[src/rtl/uart_time_cmd_ctrl.sv]
// uart_time_cmd_ctrl
// Parses ASCII set-time frames 'T' H H M M CR coming from the UART receiver.
// A frame that passes the range check produces a one-cycle load of hour and
// minute into the timekeeper. Every frame is answered with ACK or NAK through
// a valid/ready transmit handshake. A stalled frame times out.
module uart_time_cmd_ctrl #(
   parameter int unsigned TIMEOUT_CYCLES = 200000000,
   parameter logic [7:0]  ACK_CHAR       = 8'h4B,
   parameter logic [7:0]  NAK_CHAR       = 8'h45
) (
   input  logic       clk,
   input  logic       rst,
   input  logic [7:0] rx_data,
   input  logic       rx_valid,
   output logic [4:0] set_hour,
   output logic [5:0] set_min,
   output logic       set_load,
   output logic [7:0] tx_data,
   output logic       tx_valid,
   input  logic       tx_ready,
   output logic       busy,
   output logic [7:0] nak_count
);

   localparam int unsigned      CNT_W    = (TIMEOUT_CYCLES > 1) ? $clog2(TIMEOUT_CYCLES) : 1;
   localparam logic [CNT_W-1:0] CNT_LAST = CNT_W'(TIMEOUT_CYCLES - 1);
   localparam logic [CNT_W-1:0] CNT_ONE  = CNT_W'(1);

   localparam logic [7:0] CH_T  = 8'h54;
   localparam logic [7:0] CH_CR = 8'h0D;
   localparam logic [7:0] CH_LF = 8'h0A;

   typedef enum logic [2:0] {
      IDLE = 3'd0,
      H10  = 3'd1,
      H1   = 3'd2,
      M10  = 3'd3,
      M1   = 3'd4,
      EOL  = 3'd5,
      LOAD = 3'd6,
      RESP = 3'd7
   } state_t;

   state_t           state_r;
   logic [3:0]       h10_r;
   logic [3:0]       h1_r;
   logic [3:0]       m10_r;
   logic [3:0]       m1_r;
   logic [CNT_W-1:0] cnt_r;

   logic       rx_byte_s;
   logic       is_t_s;
   logic       is_cr_s;
   logic       is_digit_s;
   logic [6:0] hour_s;
   logic [6:0] min_s;
   logic       frame_ok_s;
   logic [7:0] nak_next_s;

   // Byte classification, frame value reconstruction and saturating NAK increment.
   always_comb begin
      rx_byte_s  = 1'b0;
      is_t_s     = 1'b0;
      is_cr_s    = 1'b0;
      is_digit_s = 1'b0;
      hour_s     = 7'd0;
      min_s      = 7'd0;
      frame_ok_s = 1'b0;
      nak_next_s = nak_count;

      // LF is transparent everywhere: it neither advances nor refreshes the timeout.
      rx_byte_s  = rx_valid && (rx_data != CH_LF);
      is_t_s     = (rx_data == CH_T);
      is_cr_s    = (rx_data == CH_CR);
      is_digit_s = (rx_data >= 8'h30) && (rx_data <= 8'h39);

      // 7-bit results hold up to 99, so out-of-range values are never wrapped into range.
      hour_s     = ({3'b000, h10_r} * 7'd10) + {3'b000, h1_r};
      min_s      = ({3'b000, m10_r} * 7'd10) + {3'b000, m1_r};
      frame_ok_s = (hour_s <= 7'd23) && (min_s <= 7'd59);

      if (nak_count == 8'hFF) begin
         nak_next_s = nak_count;
      end else begin
         nak_next_s = nak_count + 8'd1;
      end
   end

   // Frame sequencer with registered load, response and error-count outputs.
   always_ff @(posedge clk) begin
      if (rst) begin
         state_r   <= IDLE;
         h10_r     <= 4'd0;
         h1_r      <= 4'd0;
         m10_r     <= 4'd0;
         m1_r      <= 4'd0;
         cnt_r     <= '0;
         set_hour  <= 5'd0;
         set_min   <= 6'd0;
         set_load  <= 1'b0;
         tx_data   <= 8'h00;
         tx_valid  <= 1'b0;
         nak_count <= 8'h00;
      end else begin
         set_load <= 1'b0;
         case (state_r)
            IDLE: begin
               cnt_r    <= '0;
               tx_valid <= 1'b0;
               if (rx_byte_s && is_t_s) begin
                  state_r <= H10;
                  h10_r   <= 4'd0;
                  h1_r    <= 4'd0;
                  m10_r   <= 4'd0;
                  m1_r    <= 4'd0;
               end else begin
                  state_r <= IDLE;
               end
            end

            H10, H1, M10, M1, EOL: begin
               if (rx_byte_s) begin
                  // Any real byte refreshes the inter-byte timeout, even at terminal count.
                  cnt_r <= '0;
                  if (is_t_s) begin
                     // A new 'T' silently restarts the frame.
                     state_r <= H10;
                     h10_r   <= 4'd0;
                     h1_r    <= 4'd0;
                     m10_r   <= 4'd0;
                     m1_r    <= 4'd0;
                  end else if (is_digit_s && (state_r != EOL)) begin
                     case (state_r)
                        H10: begin
                           h10_r   <= rx_data[3:0];
                           state_r <= H1;
                        end
                        H1: begin
                           h1_r    <= rx_data[3:0];
                           state_r <= M10;
                        end
                        M10: begin
                           m10_r   <= rx_data[3:0];
                           state_r <= M1;
                        end
                        M1: begin
                           m1_r    <= rx_data[3:0];
                           state_r <= EOL;
                        end
                        default: begin
                           state_r <= IDLE;
                        end
                     endcase
                  end else if (is_cr_s && (state_r == EOL)) begin
                     if (frame_ok_s) begin
                        // The load strobe and values appear together during LOAD.
                        state_r  <= LOAD;
                        set_load <= 1'b1;
                        set_hour <= hour_s[4:0];
                        set_min  <= min_s[5:0];
                     end else begin
                        state_r   <= RESP;
                        tx_data   <= NAK_CHAR;
                        tx_valid  <= 1'b1;
                        nak_count <= nak_next_s;
                     end
                  end else begin
                     state_r   <= RESP;
                     tx_data   <= NAK_CHAR;
                     tx_valid  <= 1'b1;
                     nak_count <= nak_next_s;
                  end
               end else if (cnt_r == CNT_LAST) begin
                  // Abandoned frame: drop back without a response, but count it.
                  state_r   <= IDLE;
                  cnt_r     <= '0;
                  nak_count <= nak_next_s;
               end else begin
                  cnt_r <= cnt_r + CNT_ONE;
               end
            end

            LOAD: begin
               cnt_r    <= '0;
               state_r  <= RESP;
               tx_data  <= ACK_CHAR;
               tx_valid <= 1'b1;
            end

            RESP: begin
               // Received bytes are dropped here; the response is held until accepted.
               cnt_r <= '0;
               if (tx_ready) begin
                  tx_valid <= 1'b0;
                  state_r  <= IDLE;
               end else begin
                  tx_valid <= 1'b1;
                  state_r  <= RESP;
               end
            end

            default: begin
               cnt_r    <= '0;
               tx_valid <= 1'b0;
               state_r  <= IDLE;
            end
         endcase
      end
   end

   assign busy = (state_r != IDLE);

endmodule

[config.mk]
export PLATFORM = sky130hd
export DESIGN_NAME = uart_time_cmd_ctrl
export DESIGN_NICKNAME = d
export VERILOG_FILES = /design/src/rtl/uart_time_cmd_ctrl.sv
export SDC_FILE = /design/constraint.sdc
export NUM_CORES = 1
export LEC_CHECK = 0
export CORE_MARGIN = 2
export CORE_UTILIZATION = 51
export CTS_CLUSTER_SIZE = 14
export DETAILED_ROUTE_END_ITERATION = 16
export GPL_TIMING_DRIVEN = 0
export PLACE_DENSITY = 0.83
export SYNTH_ARGS = -nofsm -noshare
export SYNTH_HDL_FRONTEND = slang
export SYNTH_SLANG_ARGS = --single-unit
[constraint.sdc]
create_clock -name clk -period 3.1 [get_ports clk]
set_input_delay 0.62 -clock clk [delete_from_list [all_inputs] [get_ports clk]]
set_output_delay 0.62 -clock clk [all_outputs]
set_load 0.05 [all_outputs]
## After elaboration in Yosys (flattened, before gate mapping)

Index checks and enable logic that the tools add are counted.

- Add/subtract/negate cells: 4
- Multiply operators: 2
- Magnitude comparators: 4
- Equal/unequal tests: 27
- Multiplexer cells: 55
- Bitwise logic cells: 5
- Reduce and logical (&&, ||, !) cells: 22

Operators with widths:

| operator | number |
|---|---|
| $mux 8 | 12 |
| $mux 4 | 17 |
| $mux 28 | 2 |
| $pmux 28 s2 | 1 |
| $pmux 4 s2 | 4 |
| $reduce_and 5->1 | 6 |
| $add 28x1->28 const B | 1 |
| $eq 28x28->1 const B | 1 |
| $ne 3x3->1 const B | 9 |
| $pmux 3 s4 | 2 |
| $mux 3 | 6 |
| $pmux 8 s2 | 1 |
| $add 7x4->7 | 2 |
| $eq 3x3->1 const B | 4 |
| $mul 4x3->6 const B | 2 |
| $ne 2x2->1 const B | 6 |
| $mux 1 | 9 |
| $add 8x1->8 const B | 1 |
| $eq 8x4->1 const B | 1 |
| $eq 8x7->1 const B | 1 |
| $eq 8x8->1 const B | 1 |
| $ge 8x6->1 const B | 1 |
| $le 8x6->1 const B | 1 |
| $ne 8x4->1 const B | 1 |
| 15 further kinds | 27 |

- Flip-flop bits (word level): 76
- Input bits: 12
- Output and inout port bits: 30
- Logic and storage cells: 131

## Logic depth before layout (Yosys ltp)

Gate-level depths: netlist of the first run.

- Depth after elaboration: 10
- Gate-level depth with buffers: 12
- Gate-level depth less buffers: 11

## Worst setup path before layout of the first run

No wires, ideal clock.

- Path kind: register -> register
- Start: reg m10_r[1]
- End: reg set_hour[0]
- Arrival time: 2897 ps
- Required time: 2972 ps
- Setup slack: 75 ps
- Cell stages (with the launch flop): 13
- Period minus slack after synthesis: 3025 ps
- Cells stage by stage: dfxtp_1 -> ha_1 -> ha_1 -> inv_1 -> fa_1 -> nor2b_1 -> a211oi_1 -> nor4_1 -> a221oi_4 -> nor3_1 -> buf_6 -> mux2i_1 -> nor2_1

- Word-level cells in the longest chain between the ends: 5

Ends and longest elaborated chain:

| what | line | source |
|---|---|---|
| start, declared | 47 | `logic [3:0] m10_r;` |
| start signal, assigned | 143 | `m10_r <= rx_data[3:0];` |
| $mul 4x3->6 | 79 | `min_s = ({3'b000, m10_r} * 7'd10) + {3'b000, m1_r};` |
| $add 7x4->7 | 79 |  |
| $le 7x6->1 | 80 | `frame_ok_s = (hour_s <= 7'd23) && (min_s <= 7'd59);` |
| $logic_and 1x1->1 | 80 |  |
| $reduce_and 6->1 (no source line) | -- |  |
| end signal, assigned | 159 | `set_hour <= hour_s[4:0];` |
| end, declared | 15 | `output logic [4:0] set_hour,` |

Every way passes these cells.
A chain may end at the register's enable or synchronous reset.

## Final worst setup path of the first run

- Start: reg h10_r[3]
- End: reg nak_count[7]

- Word-level cells in the longest chain between the ends: 6

Ends and longest elaborated chain:

| what | line | source |
|---|---|---|
| start, declared | 45 | `logic [3:0] h10_r;` |
| start signal, assigned | 135 | `h10_r <= rx_data[3:0];` |
| $mul 4x3->6 | 78 | `hour_s = ({3'b000, h10_r} * 7'd10) + {3'b000, h1_r};` |
| $add 7x4->7 | 78 |  |
| $le 7x5->1 | 80 |  |
| $logic_and 1x1->1 | 80 |  |
| $ne 3x3->1 (no source line) | -- |  |
| $reduce_and 5->1 (no source line) | -- |  |
| end signal, assigned | 165 | `nak_count <= nak_next_s;` |
| end signal, assigned | 171 | `nak_count <= nak_next_s;` |
| end signal, assigned | 177 | `nak_count <= nak_next_s;` |
| end, declared | 22 | `output logic [7:0] nak_count` |

Every way passes these cells.

==> implementation parameters, run 1 <==
Parameter                              Value

Status
  Result of the run ... finished with violations
  Violated checks ... negative setup slack

Power
  Combinational group share of total power ... 0.038
  Net load switching power ... about 0.41 mW
  Clock power frac ... 0.433
  Total power draw ... about 1.7 mW
  Worst ir drop on vdd ... about 190 uV
  Power density over the cells ... around 350 nW/um2
  Reported leakage power ... around 1.8 nW
  Net switching share of the total power ... 0.241
  Sequential power share ... 0.529
  Internal power consumption ... 1.30 mW

Route
  Number of search-and-repair iterations in the first detailed-routing pass ... 5
  Remaining number of nets flagged by the antenna check after routing ... 0
  Initial drt markers ... between 200 and 250
  Drt total wl ... 9.69 mm
  Vias ... about 3500
  Wire length per cell ... approximately 16 um
  Final routed DRC violation total ... 0
  Avg Vias per Cell ... between 5 and 6

CTS
  Cell chosen for the clock root ... sky130_fd_sc_hd__clkbuf_8
  Maximum clock path buffer count ... 2
  Depth of the CTS H-tree ... 3
  Clock sink count ... 71
  Later-pin clock latency in the skew report ... 0.36 ns
  CTS tree ... done
  Clock buffer count from CTS ... 9
  Clock transition at the registers of the reported paths ... 0.08 ns

Timing
  Number of hold-slack violations in the final timing report ... 0
  Worst-case setup margin in the final layout ... -0.101 ns
  Worst max-slew margin expressed relative to the limit ... 0.572
  Transition time of the tightest slew-check pin ... 0.642 ns
  Setup repair after global routing missed its margin ... yes
  Total of endpoints with negative setup slack in the final report ... 15
  Clock period minus final worst setup slack ... between 3 and 4 ns
  Part of the cycle the worst path needs ... 1.03
  Clock Skews ... 0.0132 ns
  Highest clock rate ... about 310 MHz
  Max Slew Vio Count ... 0

Worst setup path
  Req. time, crit path ... roughly 3.4 ns
  Critical Path AT ... between 3 and 4 ns
  Max Fanout on Critical Path ... 5
  Startpoint kind of the worst setup timing path ... register
  Kind of critical path ... register to register
  Nature of the critical path endpoint ... register

Hold path
  Path class of the lowest-slack min-delay path ... register to register

Cells and area
  Fraction of layout instances using a drive strength above 1 ... 0.147
  Net total in the final layout ... ~540
  Antenna Cells ... 0
  Synth-to-layout area growth ... 23.8%
  Core Util, Final ... 0.640

GRT
  Initial antenna violation count ... 0
  Largest net degree at the start of global routing ... 13
  Via count of the first global-routing pass ... around 3400
  Total routing usage reported by global routing ... 0.232
  Global route overflow ... 0
  Global-route wire length before repair ... roughly 16 mm

Yosys
  FFs w/ async S/R, synth ... 0
  Syn Area/Cell ... about 8.7 um2
  Cell type contributing the most total cell area after synthesis ... sky130_fd_sc_hd__dfxtp_1
  Post-synthesis instance total ... 450
  Seq/Total Area, Yosys ... 0.362
  Post-synthesis cell area ... just under 4000 um2
  Number of synthesized flops with an enable pin ... 0
  Library cells used by synthesis ... 58
  Leading cell types by total area after synthesis ... sky130_fd_sc_hd__dfxtp_1 (36%), sky130_fd_sc_hd__nor2_1 (7.9%), sky130_fd_sc_hd__mux2i_1 (6.9%)
  Flip-flop and latch count after synthesis ... between 70 and 80
  Commonest cells in the netlist ... sky130_fd_sc_hd__nor2_1 (83), sky130_fd_sc_hd__dfxtp_1 (71), sky130_fd_sc_hd__nand2_1 (28)
  Synth warn ... 0
  Prevailing post-synth register cell ... sky130_fd_sc_hd__dfxtp_1
  Library cell with the highest instance count after synthesis ... sky130_fd_sc_hd__nor2_1
  Post-synth top area share ... 0.362

Floorplan
  Number of top-level pins ... 42
  X dimension of the die ... 91.8 um
  Die area ... 8430 um2
  Placeable core region ... around 7600 um2
  Starting Density ... 0.517
  Height of the die ... 91.8 um
  Site row count ... 32

Place
  Setup slack after placement ... -0.293 ns
  Half-perimeter wire length after detailed placement ... roughly 6.3 mm
  Count of input and output buffers ... 38
  Placer Congestion ... 0.868

Flow run
  Maxcap violations ... 0
## layout by cell type, fill, tap and decap left out, types with 4 or more instances in the layout
| cell | synthesis | routed |
|---|---|---|
| sky130_fd_sc_hd__buf_4 | 6 | 16 |
| sky130_fd_sc_hd__nand4_1 | 9 | 9 |
| sky130_fd_sc_hd__mux2i_1 | 27 | 26 |
| sky130_fd_sc_hd__xor2_1 | 20 | 19 |
| sky130_fd_sc_hd__xnor2_1 | 14 | 14 |
| sky130_fd_sc_hd__a211oi_1 | 5 | 4 |
| sky130_fd_sc_hd__and2_1 | 4 | 4 |
| sky130_fd_sc_hd__nand3_1 | 21 | 21 |
| sky130_fd_sc_hd__a21oi_1 | 15 | 13 |
| sky130_fd_sc_hd__clkbuf_1 | 11 | 12 |
| sky130_fd_sc_hd__nor2b_1 | 10 | 8 |
| sky130_fd_sc_hd__and3_1 | 10 | 10 |
| sky130_fd_sc_hd__clkbuf_8 | 0 | 9 |
| sky130_fd_sc_hd__o21ai_0 | 7 | 7 |
| sky130_fd_sc_hd__nor2_1 | 83 | 82 |
| sky130_fd_sc_hd__nand2_1 | 28 | 28 |
| sky130_fd_sc_hd__ha_1 | 15 | 10 |
| sky130_fd_sc_hd__nor3_1 | 12 | 11 |
| sky130_fd_sc_hd__dfxtp_1 | 71 | 67 |
| sky130_fd_sc_hd__inv_1 | 14 | 12 |
| sky130_fd_sc_hd__a31oi_1 | 5 | 5 |
| sky130_fd_sc_hd__o21a_1 | 5 | 5 |
| sky130_fd_sc_hd__clkdlybuf4s50_1 | 0 | 38 |
## worst paths after layout
path / start / cells after the start / end / slack, ns
max: h10_r[3] / 11 / nak_count[7] / -0.10
min: cnt_r[0] / 1 / cnt_r[0] / 0.44
max reg2reg: h10_r[3] / 11 / nak_count[7] / -0.10
min reg2reg: cnt_r[0] / 1 / cnt_r[0] / 0.44
## power groups by stage
stage	clock network [mW]	logic, mW	registers, mW
final	0.743	0.0644	0.908
after global routing	0.784	0.0683	0.908
after CTS	0.739	0.0632	0.909
after detailed placement	0	0.0627	0.933
after global placement	0	0.0614	0.933
after floorplan	0	0.0338	0.933
## flip-flops by register name (all words and copies together) (netlist names)
name,cells
cnt_r,28
h1_r,4
nak_count,8
tx_valid,1
state_r,3
m1_r,4
set_hour,5
tx_data,3
h10_r,4
set_min,6
m10_r,4
set_load,1
## cell families (layout without fill, tap and decap cells)
| logic type | after synthesis | count (layout) | synth area share |
|---|---|---|---|
| AND/OR/NAND/NOR | 199 | 199 | 0.249 |
| flip-flops | 71 | 71 | 0.362 |
| AO/OA/AOI/OAI | 56 | 56 | 0.113 |
| buffers and inverters | 36 | 100 | 0.0433 |
| XOR/XNOR | 34 | 34 | 0.0757 |
| multiplexers | 33 | 33 | 0.0859 |
| adder cells (fa/ha/maj) | 20 | 20 | 0.0707 |
| other | 1 | 3 | 0.000954 |
## area by class of cell
class / instances / area, um2
plain buffers: 22 / 118
clock buffers: 10 / 128
clock inverters: 6 / 61.3
fillers: 610 / 2740
inverters: 14 / 52.6
multi-input cells: 345 / 2490
flip-flops and latches: 71 / 1430
well taps: 102 / 128
repair buffers: 48 / 455
## worst max-delay path: stages, from the launching register on
cell and delay (ns):
sky130_fd_sc_hd__dfxtp_4 0.36, sky130_fd_sc_hd__ha_4 0.24, sky130_fd_sc_hd__ha_4 0.15, sky130_fd_sc_hd__inv_2 0.04, sky130_fd_sc_hd__fa_2 0.47, sky130_fd_sc_hd__buf_4 0.17, sky130_fd_sc_hd__a32oi_4 0.33, sky130_fd_sc_hd__nor3b_2 0.12
sky130_fd_sc_hd__a221oi_4 0.38, sky130_fd_sc_hd__o211ai_4 0.15, sky130_fd_sc_hd__a2111oi_4 0.34, sky130_fd_sc_hd__mux2_4 0.33
## repair_timing
item,CTS,global route
setup endpoints to repair,21,21
setup buffers,5,4
hold buffers,0,0
resized for setup,21,18
cloned,0,1
pin swaps,9,10
## layer usage
metal	vias to the layer above	share of wire	track usage
met5	-	0	0
met4	0	0.015	0.0709
met3	20	0.054	0.0567
met2	117	0.51	0.414
met1	1650	0.42	0.276
li1	1676	-	-
## per-stage QoR
stage | area, um2 | TNS [ns] | std cells | hold slack [ns]
after floorplan | 3940 | 0 | 452 | 0.413
after global placement | 4450 | -2.82 | 592 | 0.423
after detailed placement | 4450 | -3.90 | 592 | 0.437
after CTS | 4750 | -0.365 | 613 | 0.448
after global routing | 4870 | -2.60 | 618 | 0.464
final | 4870 | -0.781 | 618 | 0.444
Note: power is estimated with default switching activity, not from simulation.
==> run 2: changes to the inputs <==
Settings changed: ABC_AREA set to 1, CAP_MARGIN set to 20, CORE_UTILIZATION 51 to 52, PLACE_DENSITY 0.83 to 0.84.
==> run 2 against run 1 <==
  * Critical path type unchanged
  * Utilization shrank 1.6 points
  * Die area grew 7.7%
  * Wire length grew 7.1%
  * First-iteration DRC count grew 42%
  * The run now ends clean
  * Register-to-register slack gained 0.30 ns
  * Cell count grew 25%
  * Worst setup slack gained 0.30 ns
==> implementation parameters, run 2 <==
Parameter                              Value

Timing
  Transition time of the tightest slew-check pin ... 0.592 ns (-0.0498 ns)
  Total of endpoints with negative setup slack in the final report ... 0 (-15)
  Part of the cycle the worst path needs ... 0.936 (-0.0963)
  Highest clock rate ... 345 MHz (+10%)
  Max Slew Vio Count ... 0 (unchanged)
  Final sum of negative setup slack ... 0 ns (+0.781 ns)
  Clock period minus final worst setup slack ... 2.90 ns (-0.298 ns)
  Clock Skews ... 0.0140 ns (+0.000856 ns)
  Hold Worst Slack ... 0.446 ns (+0.00170 ns)
  Worst max-slew margin expressed relative to the limit ... 0.605 (+0.0332)
  Setup repair after global routing missed its margin ... no
  Number of hold-slack violations in the final timing report ... 0 (unchanged)

Worst setup path
  Req. time, crit path ... 3.30 ns (-0.05 ns)
  Kind of critical path ... register to register
  Max Fanout on Critical Path ... 9 (+4)
  Nature of the critical path endpoint ... register
  Cells on worst reg2reg path ... 12 (+1)
  Setup crit end ... set_min[5]
  Source of the worst register-to-register timing path ... m10_r[1]
  Critical Path AT ... 3.11 ns (-0.34 ns)
  R2r setup slk ... 0.20 ns (+0.30 ns)
  Capturing point of the worst reg2reg path ... set_min[5]
  Startpoint kind of the worst setup timing path ... register
  Critical path launch point ... m10_r[1]

GRT
  Total routing usage reported by global routing ... 0.247 (+0.0148)
  Largest net degree at the start of global routing ... 14 (+1)
  Global route overflow ... 0 (unchanged)
  Via count of the first global-routing pass ... 3968 (+18%)
  Initial antenna violation count ... 0 (unchanged)
  Global-route wire length before repair ... 17.8 mm (+13%)

Yosys
  Leading cell types by total area after synthesis ... sky130_fd_sc_hd__dfxtp_1 (33%), sky130_fd_sc_hd__nand2_1 (9.4%), sky130_fd_sc_hd__nor2_1 (8.5%)
  Flip-flop and latch count after synthesis ... 71 (unchanged)
  Share of synthesized area spent on multiplexers ... 0 (-0.0859)
  Synth warn ... 0 (unchanged)
  Post-synthesis cell area ... 4330 um2 (+10%)
  Complex-gate fraction of the synthesized area ... 0.0765 (-0.0368)
  Area fraction in and, or, nand and nor cells after synthesis ... 0.408 (+0.159)
  Library cell with the highest instance count after synthesis ... sky130_fd_sc_hd__nand2_1
  Adder-cell area share of the yosys netlist ... 0.0618 (-0.00886)
  Post-synth top area share ... 0.328 (-0.0335)
  Commonest cells in the netlist ... sky130_fd_sc_hd__nand2_1 (108), sky130_fd_sc_hd__nor2_1 (98), sky130_fd_sc_hd__dfxtp_1 (71)
  Number of synthesized flops with an enable pin ... 0 (unchanged)
  Post-synthesis instance total ... 611 (+36%)
  Library cells used by synthesis ... 43 (-26%)
  FFs w/ async S/R, synth ... 0 (unchanged)
  Seq/Total Area, Yosys ... 0.328 (-0.0335)
  Fraction of synthesized cell area in xor and xnor cells ... 0.0344 (-0.0414)
  Prevailing post-synth register cell ... sky130_fd_sc_hd__dfxtp_1
  Syn Area/Cell ... 7.09 um2 (-19%)
  Cell type contributing the most total cell area after synthesis ... sky130_fd_sc_hd__dfxtp_1
  Dominant combinational cell family by area after synthesis ... simple AND/OR/NAND/NOR gates

CTS
  Clock transition at the registers of the reported paths ... 0.08 ns (about the same)
  Total setup buffers inserted after CTS ... 0 (-5)
  CTS tree ... done
  Depth of the CTS H-tree ... 3 (unchanged)
  Clock sink count ... 71 (unchanged)
  CTS-repair resized insts ... 0 (-100%)
  Cell chosen for the clock root ... sky130_fd_sc_hd__clkbuf_8
  # hold bufs at CTS ... 0 (unchanged)
  Later-pin clock latency in the skew report ... 0.35 ns (about the same)
  Maximum clock path buffer count ... 2 (unchanged)
  Clock buffer count from CTS ... 9 (unchanged)

Place
  Count of input and output buffers ... 38 (unchanged)
  Half-perimeter wire length after detailed placement ... 7.90 mm (+26%)
  Placer Congestion ... 0.921 (+6.2%)
  Cell count after placement ... 756 (+28%)

Cells and area
  Synth-to-layout area growth ... 17.1%
  Top flop regs ... cnt_r x28, nak_count x8, set_min x6
  Register bank with the most flops ... cnt_r
  Antenna Cells ... 0 (unchanged)
  Leading cell types in the layout, fill and taps excluded ... sky130_fd_sc_hd__nand2_1 (108), sky130_fd_sc_hd__nor2_1 (98), sky130_fd_sc_hd__dfxtp_1 (71)
  Number of flip-flops in the largest register ... 28 (unchanged)
  Fraction of layout instances using a drive strength above 1 ... 0.121 (-0.0258)
  Most common cell after layout, fill and taps aside ... sky130_fd_sc_hd__nand2_1
  Net total in the final layout ... 693 (+28%)
  Non-filler cells in the finished layout ... 772 (+25%)

Floorplan
  X dimension of the die ... 95.3 um (+3.8%)
  Die area ... 9080 um2 (+7.7%)
  Height of the die ... 95.3 um (+3.8%)
  Starting Density ... 0.533 (+0.0159)
  Placeable core region ... 8130 um2 (+6.9%)
  Site row count ... 33 (+3.1%)
  Number of top-level pins ... 42 (unchanged)

Power
  Clock power frac ... 0.457 (+0.024)
  Sequential power share ... 0.499 (-0.030)
  Worst ir drop on vdd ... 278 uV (+45%)
  Combinational group share of total power ... 0.043 (+0.005)
  Reported leakage power ... 2.00 nW (+14%)
  Total power draw ... 1.83 mW (+6.8%)
  Net load switching power ... 0.432 mW (+4.2%)
  Power density over the cells ... 361 nW/um2 (+2.5%)
  Net switching share of the total power ... 0.236 (-0.00588)
  Internal power consumption ... 1.40 mW (+7.6%)

Route
  Initial drt markers ... 327 (+42%)
  Number of search-and-repair iterations in the first detailed-routing pass ... 5 (unchanged)
  Wire length per cell ... 13.4 um (-14%)
  Final routed DRC violation total ... 0 (unchanged)
  Remaining number of nets flagged by the antenna check after routing ... 0 (unchanged)
  Vias ... 4137 (+19%)
  Avg Vias per Cell ... 5.36 (-4.4%)
  Drt total wl ... 10.4 mm (+7.1%)

Status
  Result of the run ... finished clean

Hold path
  Path class of the lowest-slack min-delay path ... register to register

Flow run
  Maxcap violations ... 0 (unchanged)
[run 2: changes by cell type in the layout (fill, tap and decap cells not counted), moves of 16 or more]
cell	change
sky130_fd_sc_hd__mux2i_1	-26
sky130_fd_sc_hd__nor2_1	+16
sky130_fd_sc_hd__nand3_1	+26
sky130_fd_sc_hd__nand2_1	+80
sky130_fd_sc_hd__a21oi_1	+20
sky130_fd_sc_hd__inv_1	+58
[run 2: cell families (layout without fill, tap and decap cells)]
group,Yosys count,after routing
and+or+nand+nor,346,346
buffers and inverters,94,148
DFF,71,71
AOI/OAI and AO/OA,63,63
adders and majority gates,19,19
xor gates and xnor gates,17,17
other,1,3
[run 2: worst min-delay path by stage]
stage          cells past startpoint  slack (ns)       end      from
5_1_grt                            1        0.49  cnt_r[0]  cnt_r[0]
3_3_place_gp                       1        0.43  cnt_r[0]  cnt_r[0]
2_1_floorplan                      1        0.42  cnt_r[0]  cnt_r[0]
3_5_place_dp                       1        0.44  cnt_r[0]  cnt_r[0]
4_1_cts                            1        0.45  cnt_r[0]  cnt_r[0]
6_report                           1        0.45  cnt_r[0]  cnt_r[0]
[run 2: worst max-delay path, cell delays in order (launching register included)]
cell,delay (ns)
sky130_fd_sc_hd__dfxtp_1,0.44
sky130_fd_sc_hd__ha_1,0.28
sky130_fd_sc_hd__ha_1,0.19
sky130_fd_sc_hd__inv_1,0.06
sky130_fd_sc_hd__fa_1,0.48
sky130_fd_sc_hd__nor2_4,0.15
sky130_fd_sc_hd__nand3_1,0.09
sky130_fd_sc_hd__nand3_2,0.11
sky130_fd_sc_hd__nand2_1,0.10
sky130_fd_sc_hd__nor2_4,0.21
sky130_fd_sc_hd__nand4_2,0.30
sky130_fd_sc_hd__a21oi_1,0.29
sky130_fd_sc_hd__nor3_2,0.07
[run 2: stage by stage]
| step | area (um2) | setup WS [ns] | util |
|---|---|---|---|
| 2_1_floorplan | 4340 | 0.599 | - |
| 3_3_place_gp | 4850 | 0.358 | 0.597 |
| 3_5_place_dp | 4850 | 0.220 | 0.597 |
| 4_1_cts | 5070 | 0.197 | 0.624 |
| 5_1_grt | 5070 | 0.0737 | 0.624 |
| 6_report | 5070 | 0.198 | 0.624 |
[run 2: cell type report]
cell class                      instances  area [um2]
Clock inverter                          6        92.6
Fill cell                             705        3060
Buffer                                 13        85.1
Timing Repair Buffer                   38         380
Multi-Input combinational cell        448        2530
Clock buffer                           10         128
Tap cell                              105         131
Inverter                               81         307
Sequential cell                        71        1420
[run 2: layer usage]
metal	share of wire	wire length [um]	GRT usage
met1	0.45	4690	0.314
met2	0.48	4990	0.424
met3	0.049	511	0.0379
met4	0.019	192	0.0906
met5	0	0	0
[run 2: power by group through the flow]
stage / registers [mW] / clock network [mW] / logic [mW]
floorplan: 0.937 / 0 / 0.0484
global placement: 0.936 / 0 / 0.0768
detailed placement: 0.936 / 0 / 0.0780
CTS: 0.915 / 0.839 / 0.0787
global route: 0.915 / 0.885 / 0.0872
finish: 0.915 / 0.838 / 0.0797
==> run 3: changes to the inputs <==
Settings changed: CORE_UTILIZATION 52 to 45, PLACE_DENSITY 0.84 to 0.75.
==> run 3 against run 2 <==
  * Via count decreased by 1.3%
  * Cell count is 3.0% higher
  * Clock skew up 0.0024 ns
  * Register-to-register slack improved by 0.10 ns
==> implementation parameters, run 3 (synthesis gave the netlist of run 2 again) <==
Parameter                              Value

Status
  Result of the run ... finished clean

Timing
  Hold Worst Slack ... 0.453 ns (+0.00699 ns)
  Worst-case setup margin in the final layout ... 0.298 ns (+0.101 ns)
  Highest clock rate ... 357 MHz (+3.6%)
  Total of endpoints with negative setup slack in the final report ... 0 (unchanged)
  Final sum of negative setup slack ... 0 ns (unchanged)
  Number of hold-slack violations in the final timing report ... 0 (unchanged)
  Clock Skews ... 0.0164 ns (+0.00240 ns)
  Part of the cycle the worst path needs ... 0.904 (-0.0324)
  Worst max-slew margin expressed relative to the limit ... 0.603 (-0.00222)
  Transition time of the tightest slew-check pin ... 0.596 ns (+0.00333 ns)
  Max Slew Vio Count ... 0 (unchanged)
  Clock period minus final worst setup slack ... 2.80 ns (-0.101 ns)
  Setup repair after global routing missed its margin ... no

Worst setup path
  Startpoint kind of the worst setup timing path ... register
  R2r setup slk ... 0.30 ns (+0.10 ns)
  Cells on worst reg2reg path ... 14 (+2)
  Delay of the slowest critical-path stage ... 0.47 ns (about the same)
  Crit-path leading delay family ... simple AND/OR/NAND/NOR gates
  Req. time, crit path ... 3.38 ns (+0.08 ns)
  Total stage count of the critical path ... 14 (+2)
  Kind of critical path ... register to register
  Nature of the critical path endpoint ... register
  Max Fanout on Critical Path ... 10 (+1)
  Critical path launch point ... m10_r[1]
  Worst-path cell with the longest stage delay ... sky130_fd_sc_hd__fa_1
  Capturing point of the worst reg2reg path ... set_min[5]
  Source of the worst register-to-register timing path ... m10_r[1]
  Critical path's most frequent cell ... sky130_fd_sc_hd__nor2_4
  Setup crit end ... set_min[5]
  Critical path, cell by cell ... ha_1, ha_1, inv_1, fa_1, nor2_4, nand3_1, nand3_2, nand2_1, nor2_4, nand3_4, nor2_4, buf_6, nor2_2, nor3_2
  Critical Path AT ... 3.08 ns (-0.03 ns)
  Buf/Inv on CP ... 2 (+1)

Cells and area
  Net total in the final layout ... 693 (unchanged)
  Register bank with the most flops ... cnt_r
  Antenna Cells ... 0 (unchanged)
  Most common cell after layout, fill and taps aside ... sky130_fd_sc_hd__nand2_1
  Leading cell types in the layout, fill and taps excluded ... sky130_fd_sc_hd__nand2_1 (108), sky130_fd_sc_hd__nor2_1 (98), sky130_fd_sc_hd__dfxtp_1 (71)
  Top flop regs ... cnt_r x28, nak_count x8, set_min x6
  Fraction of layout instances using a drive strength above 1 ... 0.122 (+0.000182)
  Synth-to-layout area growth ... 17.0% (about the same)
  Core Util, Final ... 0.546 (-0.0776)
  Number of flip-flops in the largest register ... 28 (unchanged)

Power
  Reported leakage power ... 2.00 nW (-0.23%)
  Worst ir drop on vdd ... 201 uV (-28%)
  Total power draw ... 1.73 mW (-5.8%)
  Power density over the cells ... 340 nW/um2 (-5.7%)

CTS
  Clock buffer count from CTS ... 9 (unchanged)
  Depth of the CTS H-tree ... 3 (unchanged)
  Cell chosen for the clock root ... sky130_fd_sc_hd__clkbuf_8
  Later-pin clock latency in the skew report ... 0.36 ns (about the same)
  Clock sink count ... 71 (unchanged)
  Clock transition at the registers of the reported paths ... 0.08 ns (about the same)
  Maximum clock path buffer count ... 2 (unchanged)
  CTS tree ... done
  Total setup buffers inserted after CTS ... 0 (unchanged)
  # hold bufs at CTS ... 0 (unchanged)
  CTS-repair resized insts ... 0 (unchanged)

GRT
  Global route overflow ... 0 (unchanged)
  Largest net degree at the start of global routing ... 13 (-1)
  Via count of the first global-routing pass ... 3749 (-5.5%)
  Initial antenna violation count ... 0 (unchanged)
  Global-route wire length before repair ... 17.1 mm (-4.1%)
  Total routing usage reported by global routing ... 0.204 (-0.0436)

Route
  Wire length per cell ... 12.9 um (-3.9%)
  Number of search-and-repair iterations in the first detailed-routing pass ... 5 (unchanged)
  Vias ... 4083 (-1.3%)
  Drt total wl ... 10.3 mm (-1.0%)
  Avg Vias per Cell ... 5.14 (-4.2%)
  Remaining number of nets flagged by the antenna check after routing ... 0 (unchanged)
  Final routed DRC violation total ... 0 (unchanged)
  Initial drt markers ... 209 (-36%)

Floorplan
  Placeable core region ... 9280 um2 (+14%)
  Number of top-level pins ... 42 (unchanged)
  Height of the die ... 102 um (+7.2%)
  Starting Density ... 0.467 (-0.0660)
  Site row count ... 35 (+6.1%)
  X dimension of the die ... 102 um (+7.2%)
  Die area ... 10400 um2 (+15%)

Hold path
  Path class of the lowest-slack min-delay path ... register to register

Flow run
  Maxcap violations ... 0 (unchanged)

Place
  Half-perimeter wire length after detailed placement ... 7.96 mm (+0.73%)
  Count of input and output buffers ... 38 (unchanged)
  Placer Congestion ... 0.915 (-0.65%)
  Setup slack after placement ... 0.298 ns (+0.0783 ns)
==> run 3: cell count changes in the layout (fill, tap and decap cells not counted) <==
| cell | delta |
|---|---|
| sky130_fd_sc_hd__bufinv_16 | -1 |
| sky130_fd_sc_hd__clkbuf_1 | -1 |
| sky130_fd_sc_hd__clkinv_2 | +3 |
| sky130_fd_sc_hd__clkinv_4 | +2 |
| sky130_fd_sc_hd__clkinvlp_4 | -2 |
| sky130_fd_sc_hd__inv_6 | -2 |
==> run 3: area by class of cell <==
type / count / area, um2
clock inverter: 6 / 62.6
sequential: 71 / 1420
buffer: 13 / 85.1
timing repair buffer: 38 / 380
multi-input combinational: 448 / 2530
clock buffer: 9 / 124
inverter: 81 / 307
tap: 129 / 161
fill: 917 / 4220
==> run 3: through the flow <==
step                area, um2  std cells
finish                   5070        795
global route             5070        795
CTS                      5070        795
detailed placement       4880        780
global placement         4880        780
floorplan                4340        613
==> run 3: how the worst min path moves through the flow <==
stage / startpoint / end / slack, ns / depth (start not counted)
after global routing: cnt_r[0] / cnt_r[0] / 0.48 / 1
after floorplan: cnt_r[0] / cnt_r[0] / 0.42 / 1
after CTS: cnt_r[0] / cnt_r[0] / 0.45 / 1
final: cnt_r[0] / cnt_r[0] / 0.45 / 1
after global placement: cnt_r[0] / cnt_r[0] / 0.43 / 1
after detailed placement: cnt_r[0] / cnt_r[0] / 0.43 / 1
==> run 3: layer usage <==
metal / GRT usage / vias to the layer above / routed length, um
met5: 0 / - / 0
met4: 0.0667 / 0 / 149
met3: 0.0280 / 12 / 468
met2: 0.327 / 101 / 4560
met1: 0.283 / 1882 / 5090
li1: - / 2088 / -
==> run 3: report_power, final <==
part           total (mW)  internal [mW]  leakage [nW]  switching (mW)
clock               0.731          0.366        0.0988           0.366
combinational      0.0794         0.0287          1.33          0.0507
sequential          0.915          0.913         0.572         0.00190
